[src/rtl/tt_pkg.sv]
// ----------------------------------------------------------------------------
// tt_pkg
//   Shared definitions for the truth-table sweeper.
//   - FSM state encoding (IDLE, SETTLE, SAMPLE, DONE) as plain 2-bit constants
//   - settle_cnt_w(): width of the settle-interval down-counter
// ----------------------------------------------------------------------------
package tt_pkg;

  typedef logic [1:0] state_t;

  localparam state_t S_IDLE   = 2'd0;
  localparam state_t S_SETTLE = 2'd1;
  localparam state_t S_SAMPLE = 2'd2;
  localparam state_t S_DONE   = 2'd3;

  // The settle counter is loaded with SETTLE-1, so clog2(SETTLE)+1 bits is
  // always enough. The +1 also keeps the width at 1 or more when SETTLE == 1.
  function automatic int settle_cnt_w(input int settle);
    return $clog2(settle) + 1;
  endfunction

endpackage

[src/rtl/truth_table_sweeper.sv]
// ----------------------------------------------------------------------------
// truth_table_sweeper
//   Clocked stimulus initiator for exhaustive combinational gate checks.
//   It drives every input vector 0 .. 2^N_IN-1 in ascending order onto a
//   device under test and onto its golden control model. It waits SETTLE
//   cycles, then compares the two responses. It counts mismatching vectors
//   and records the first failing vector.
//
// Parameters
//   N_IN    number of DUT inputs (stim MSB = first DUT input)
//   SETTLE  cycles between driving a vector and sampling it (>= 1)
//
// Ports
//   clk         clock, rising edge
//   rst         asynchronous, active-high reset
//   start       begin a sweep; only honoured in IDLE or DONE
//   stim        vector driven to DUT and control model
//   dut_s       DUT response
//   ctl_s       control-model response
//   busy        sweep in progress (SETTLE or SAMPLE)
//   done        sweep finished; results valid
//   pass        done with zero mismatches
//   err_count   number of mismatching vectors (saturates naturally at 2^N_IN)
//   fail_valid  a mismatch has been recorded during this sweep
//   fail_vec    first mismatching vector (meaningful when fail_valid = 1)
//
// Build options
//   TT_STOP_ON_FAIL_EN  when defined, the first mismatch ends the sweep
//                       immediately and stim keeps showing the failing vector.
// ----------------------------------------------------------------------------
module truth_table_sweeper
  import tt_pkg::*;
#(
  parameter int N_IN   = 2,
  parameter int SETTLE = 1
) (
  input  logic            clk,
  input  logic            rst,
  input  logic            start,
  output logic [N_IN-1:0] stim,
  input  logic            dut_s,
  input  logic            ctl_s,
  output logic            busy,
  output logic            done,
  output logic            pass,
  output logic [N_IN:0]   err_count,
  output logic            fail_valid,
  output logic [N_IN-1:0] fail_vec
);

  localparam int                 CNT_W       = settle_cnt_w(SETTLE);
  localparam logic [CNT_W-1:0]   SETTLE_LOAD = CNT_W'(SETTLE - 1);
  // The vector counter is one bit wider than stim. This keeps the terminal
  // compare free of wrap-around.
  localparam logic [N_IN:0]      LAST_VEC    = {1'b0, {N_IN{1'b1}}};

  state_t           state;
  logic [N_IN:0]    vec;
  logic [CNT_W-1:0] settle_cnt;
  logic             mismatch;
  logic             last_vec;

  // In simulation, X/Z on either response must count as a failure, so a
  // case-inequality compare is used there. In hardware the two are the same.
`ifdef SYNTHESIS
  assign mismatch = dut_s ^ ctl_s;
`else
  assign mismatch = (dut_s !== ctl_s);
`endif

  assign last_vec = (vec == LAST_VEC);

  assign stim = vec[N_IN-1:0];
  assign busy = (state == S_SETTLE) || (state == S_SAMPLE);
  assign done = (state == S_DONE);
  assign pass = (state == S_DONE) && (err_count == '0);

  // NOTE: every register here is assigned with <= so that all updates take
  // effect together at the clock edge. Blocking '=' would let later
  // statements see values from the same edge and would create races.
  always_ff @(posedge clk or posedge rst) begin
    if (rst) begin
      state      <= S_IDLE;
      vec        <= '0;
      settle_cnt <= '0;
      err_count  <= '0;
      fail_valid <= 1'b0;
      fail_vec   <= '0;
    end else begin
      case (state)
        // A restart from DONE behaves exactly like a start from IDLE.
        S_IDLE, S_DONE: begin
          if (start) begin
            err_count  <= '0;
            fail_valid <= 1'b0;
            fail_vec   <= '0;
            vec        <= '0;
            settle_cnt <= SETTLE_LOAD;
            state      <= S_SETTLE;
          end
        end

        S_SETTLE: begin
          if (settle_cnt == '0) begin
            state <= S_SAMPLE;
          end else begin
            settle_cnt <= settle_cnt - 1'b1;
          end
        end

        S_SAMPLE: begin
          if (mismatch) begin
            err_count <= err_count + 1'b1;
            if (!fail_valid) begin
              fail_vec   <= vec[N_IN-1:0];
              fail_valid <= 1'b1;
            end
          end
`ifdef TT_STOP_ON_FAIL_EN
          // vec is left untouched on the way to DONE, so stim keeps showing
          // the failing vector for waveform debug.
          if (mismatch || last_vec) begin
            state <= S_DONE;
          end else begin
            vec        <= vec + 1'b1;
            settle_cnt <= SETTLE_LOAD;
            state      <= S_SETTLE;
          end
`else
          if (last_vec) begin
            state <= S_DONE;
          end else begin
            vec        <= vec + 1'b1;
            settle_cnt <= SETTLE_LOAD;
            state      <= S_SETTLE;
          end
`endif
        end

        default: state <= S_IDLE;
      endcase
    end
  end

endmodule

[config.mk]
export PLATFORM = sky130hd
export DESIGN_NAME = truth_table_sweeper
export DESIGN_NICKNAME = d
export VERILOG_FILES = /design/src/rtl/tt_pkg.sv /design/src/rtl/truth_table_sweeper.sv
export SDC_FILE = /design/constraint.sdc
export NUM_CORES = 1
export LEC_CHECK = 0
export CAP_MARGIN = 20
export CORE_AREA = 2 2 42 44
export DETAILED_ROUTE_END_ITERATION = 12
export DIE_AREA = 0 0 44 46
export PLACE_DENSITY_LB_ADDON = 0.2
export SYNTH_ARGS = -nofsm -noshare
export SYNTH_HDL_FRONTEND = slang
export SYNTH_SLANG_ARGS = --single-unit
[constraint.sdc]
create_clock -name clk -period 3.5 [get_ports clk]
set_input_delay 1.05 -clock clk [delete_from_list [all_inputs] [get_ports clk]]
set_output_delay 1.05 -clock clk [all_outputs]
set_load 0.05 [all_outputs]
After elaboration in Yosys (flattened, before gate mapping)
Index checks and enable logic that the tools add are counted.
W data, S select, Z words.

operators by class
  add/sub/neg operators = 3
  equal/unequal tests = 9
  muxes and demuxes = 19
  bitwise gates (word level) = 1
  reductions and logical operators = 11

operator list
  cell                   number
  $mux W2                6
  $pmux W3 S2            2
  $ne A2 B2 Y1 const B   5
  $mux W3                3
  $add A3 B1 Y3 const B  2
  $pmux W2 S3            1
  $reduce_and A3 Y1      2
  $eq A2 B2 Y1 const B   2
  $mux W1                4
  $pmux W2 S2            1
  $reduce_and A2 Y1      2
  $reduce_and A4 Y1      1
  $eq A3 B2 Y1 const B   1
  $logic_not A3 Y1       1
  $pmux W1 S3            1
  $eq A2 B1 Y1 const B   1
  $logic_not A2 Y1       1
  $pmux W1 S2            1
  $reduce_bool A2 Y1     1
  $reduce_or A2 Y1       1
  $logic_and A1 B1 Y1    1
  $logic_or A1 B1 Y1     1
  $sub A1 B1 Y1 const B  1
  $xor A1 B1 Y1          1

word-level totals
  register bits after elaboration = 12
  input port bits = 5
  output and inout port bits = 11
  word-level logic and storage cells = 49

Longest topological paths before layout
Gate-level depths: netlist of the first run.

  word-level depth = 4
  depth in mapped cells = 6
  mapped depth without buffers = 5

Least setup slack after synthesis of the first run
Ideal clock, no wire load.

  path kind = register to output
  start point = register state[1]
  end point = output pass
  arrival = 1628 ps
  required time = 2450 ps
  slack = 822 ps
  stages on the path, launching flop included = 4
  buffers on the path = 0
  path through = dfrtp_1 -> ha_1 -> nand2_1 -> nor2_1

on the way
  word-level cells in the longest chain between the ends = 2

RTL lines
  item                    line                        RTL
  from (decl)             truth_table_sweeper.sv:57   state_t state;
  from (signal assigned)  truth_table_sweeper.sv:83   state <= S_IDLE;
  from (signal assigned)  truth_table_sweeper.sv:99   state <= S_SETTLE;
  from (signal assigned)  truth_table_sweeper.sv:105  state <= S_SAMPLE;
  $eq A2 B2 Y1            n/a
  net done                truth_table_sweeper.sv:44   output logic done,
  $logic_and A1 B1 Y1     truth_table_sweeper.sv:76   assign pass = (state == S_DONE) && (err_count == '0);
  to (decl)               truth_table_sweeper.sv:45   output logic pass,

The timed path passes the listed nets, and every way through them passes these cells.

Worst setup path after layout of the first run
  start point = register state[0]
  end point = output busy

on the way
  word-level cells in the longest chain between the ends = 2
  elaborated cells between the ends (all ways) = 3
  those cells by class = eq/ne: 2; reduce/logical: 1

RTL lines
  item                                                 line                       RTL
  $eq A2 B1 Y1 / $eq A2 B2 Y1 (equally long branches)  truth_table_sweeper.sv:74  assign busy = (state == S_SETTLE) || (state == S_SAMPLE);
  $logic_or A1 B1 Y1 (*)                               truth_table_sweeper.sv:74
  to (decl)                                            truth_table_sweeper.sv:43  output logic busy,

Mark *: on every way between the ends. The rest lies on a longest branch, timed or not.

==> results of run 1 <==
==> layer usage <==
metal  track usage  up-vias  wire length [µm]
li1              -      284                 -
met1         0.205      262               677
met2         0.241       16               617
met3        0.0437        2                83
met4         0.109        0                18
met5             0        -                 0
==> cell type report <==
type | instances | share of cell area
Inverter | 10 | 0.0408
Sequential cell | 11 | 0.299
Tap cell | 17 | 0.0231
Clock buffer | 4 | 0.0285
Multi-Input combinational cell | 50 | 0.446
Timing Repair Buffer | 15 | 0.163
==> critical path: cells and delay by family, from the launching register on <==
kind	cells	cell delay, ns
adders and majority gates	1	0.38
buffers and inverters	3	1.01
DFF	1	0.39
==> cells in the mapped netlist <==
library cell	number
a2111oi_0	1
a211o_1	2
a211oi_4	1
a21o_1	1
a21oi_1	2
a22o_1	1
a22oi_1	1
a31oi_1	1
buf_2	1
buf_4	2
buf_6	1
dfrtp_1	11
ha_1	8
inv_1	10
mux2_1	1
mux2i_1	5
nand2_1	10
nand3b_1	2
nor2_1	2
nor2_2	1
nor2b_1	1
nor2b_4	1
nor3b_1	1
o21ai_0	3
o221ai_1	1
o22ai_1	1
o41ai_2	1
or2_2	1
xnor2_2	1
==> stage by stage <==
step | setup WS, ns | cell area, µm²
after floorplan | 0.822 | 754
after global placement | 0.735 | 895
after detailed placement | 0.695 | 895
after CTS | 0.395 | 921
after global routing | 0.287 | 921
final | 0.399 | 921
==> sequential cells by signal, summed over array words and instances (netlist names) <==
register / cells
fail_valid: 1
state: 2
fail_vec: 2
err_count: 3
vec: 3
==> power breakdown <==
| part | internal [mW] | switching (mW) | leakage, nW |
|---|---|---|---|
| clock network | 0.0441 | 0.0433 | 0.0150 |
| registers | 0.162 | 0.0352 | 0.148 |
| logic | 0.214 | 0.342 | 0.262 |
| total | 0.420 | 0.420 | 0.425 |
==> cell families (layout without fill, tap and decap cells) <==
group	Yosys count	in the layout	synth area share
buf+inv	14	29	0.0912
simple gates	19	19	0.133
compound gates	16	16	0.176
mux	6	6	0.0813
flops	11	11	0.365
fa+ha+maj	8	8	0.133
xor+xnor	1	1	0.0216
==> final timing paths <==
path / from / to / slack [ns] / cells after the start
max: state[0] / busy / 0.40 / 4
min: fail_vec[1] / fail_vec[1] / 0.52 / 2
max reg2reg: state[0] / fail_vec[0] / 1.64 / 5
min reg2reg: fail_vec[1] / fail_vec[1] / 0.52 / 2
max in group asynchronous: rst / state[1] / 2.10 / 2
min in group asynchronous: rst / fail_vec[1] / 1.09 / 2
==> impl_metrics.tcl, run 1 <==
set metrics [dict create \
    crit_path_end_kind "primary output" \
    irDropWorstVdd_v 0.000436 \
    max_slew_margin 0.668 \
    leakagePower_nw 0.425 \
    cp_common_cell "inv_1" \
    grt.total_usage 0.162 \
    yosysSeqAreaShare 0.365 \
    criticalPathCategory "flip-flop to primary output" \
    register_area_um2 275 \
    synth_seq_cells 11 \
    htreeDepth 1 \
    mostFrequentLayoutCell "clkdlybuf4s50_1" \
    initialDrtViolationCount 11 \
    path_cells "inv_1, ha_1, inv_1, clkdlybuf4s50_1" \
    setup_viol 0 \
    ctsResizeCount 0 \
    pin_count 16 \
    wl_per_cell_um 13.1 \
    path_clk_slew_ns 0.07 \
    die_h_um 46 \
    synth.top_cell.area_share 0.365 \
    fmax_mhz 322 \
    syn-cell-area_um2 754 \
    cts-buffers-inserted 3 \
    maxCapViolations 0 \
    post-route-period-util 0.886 \
    multi_input_area_um2 410 \
    fin_worst_skew_ns 0.00132 \
    ys_types 29 \
    dp_cells 103 \
    synth_top_area_cell "dfrtp_1" \
    setup-tns-final_ns 0 \
    die-width_um 44 \
    cp_slowest_stage_delay_ns 0.80 \
    area_growth_pct 22.1 \
    ant_nets 0 \
    io_buffers 15 \
    grt_max_degree 13 \
    drt_wl_total_mm 1.40 \
    grt_overflow 0 \
    drive_gt1_frac 0.100 \
    clockBufferDepth 2 \
    clk_latency_ns 0.26 \
    drc_errors 0 \
    hp-class "flip-flop to flip-flop" \
    core_um2 1610 \
    vias 564 \
    timing.hold.ws_ns 0.516 \
    ys_top_cells_by_area "dfrtp_1 36%, ha_1 13%, mux2i_1 6.6%" \
    final-instance-count-excl-fill 107 \
    grt_pass1_wl_mm 2.28 \
    grt_antenna_before_repair 0 \
    rows 15 \
    layout_common_cells "15 x clkdlybuf4s50_1, 11 x dfrtp_1, 10 x nand2_1, 10 x inv_1, 8 x ha_1" \
    critPathLaunchType "flip-flop" \
    root_buffer "clkbuf_4" \
    powerDensity_nw_per_um2 913 \
    slew_viol_final 0 \
    outcome "finished, final reports clean" \
    period_minus_slack_ns 3.10 \
    dieArea_um2 2020 \
    place_congestion 0.698 \
    yosysWarnings 0 \
    synthCells 75 \
    fillers 148 \
    worstPathMaxFanout 6 \
    diodes 0 \
    vias_per_cell 5.27 \
    synth_nets 88 \
    dp_hpwl_mm 1.02 \
    nets 104 \
    cts_hold_buf 0 \
    start_util 0.467 \
    drtPass1Iterations 4 \
    hold_viol 0 \
    final_util 0.571 \
    crit_arrival_ns 2.05 \
    syn_avg_cell_area_um2 10.1 \
    critical_path_required_ns 2.45 \
    clkSinkCount 11 \
    tightest_slew_ns 0.497 \
    slowest_stage "clkdlybuf4s50_1" \
    p_total_uw 841 \
    cts_tree "yes" \
    postCtsSetupRepairBufs 0 \
    grt_pass1_vias 513 \
    rsz0062_at_grt "no" \
]
Power figures use the tool's default switching activity.
==> inputs of run 2 (changes only) <==
Settings changed: ABC_CLOCK_PERIOD_IN_PS from default to 3500, SKIP_LAST_GASP from default to 1.
==> results of run 2 <==
The final DEF is identical to that of run 1; final timing and power are the same.
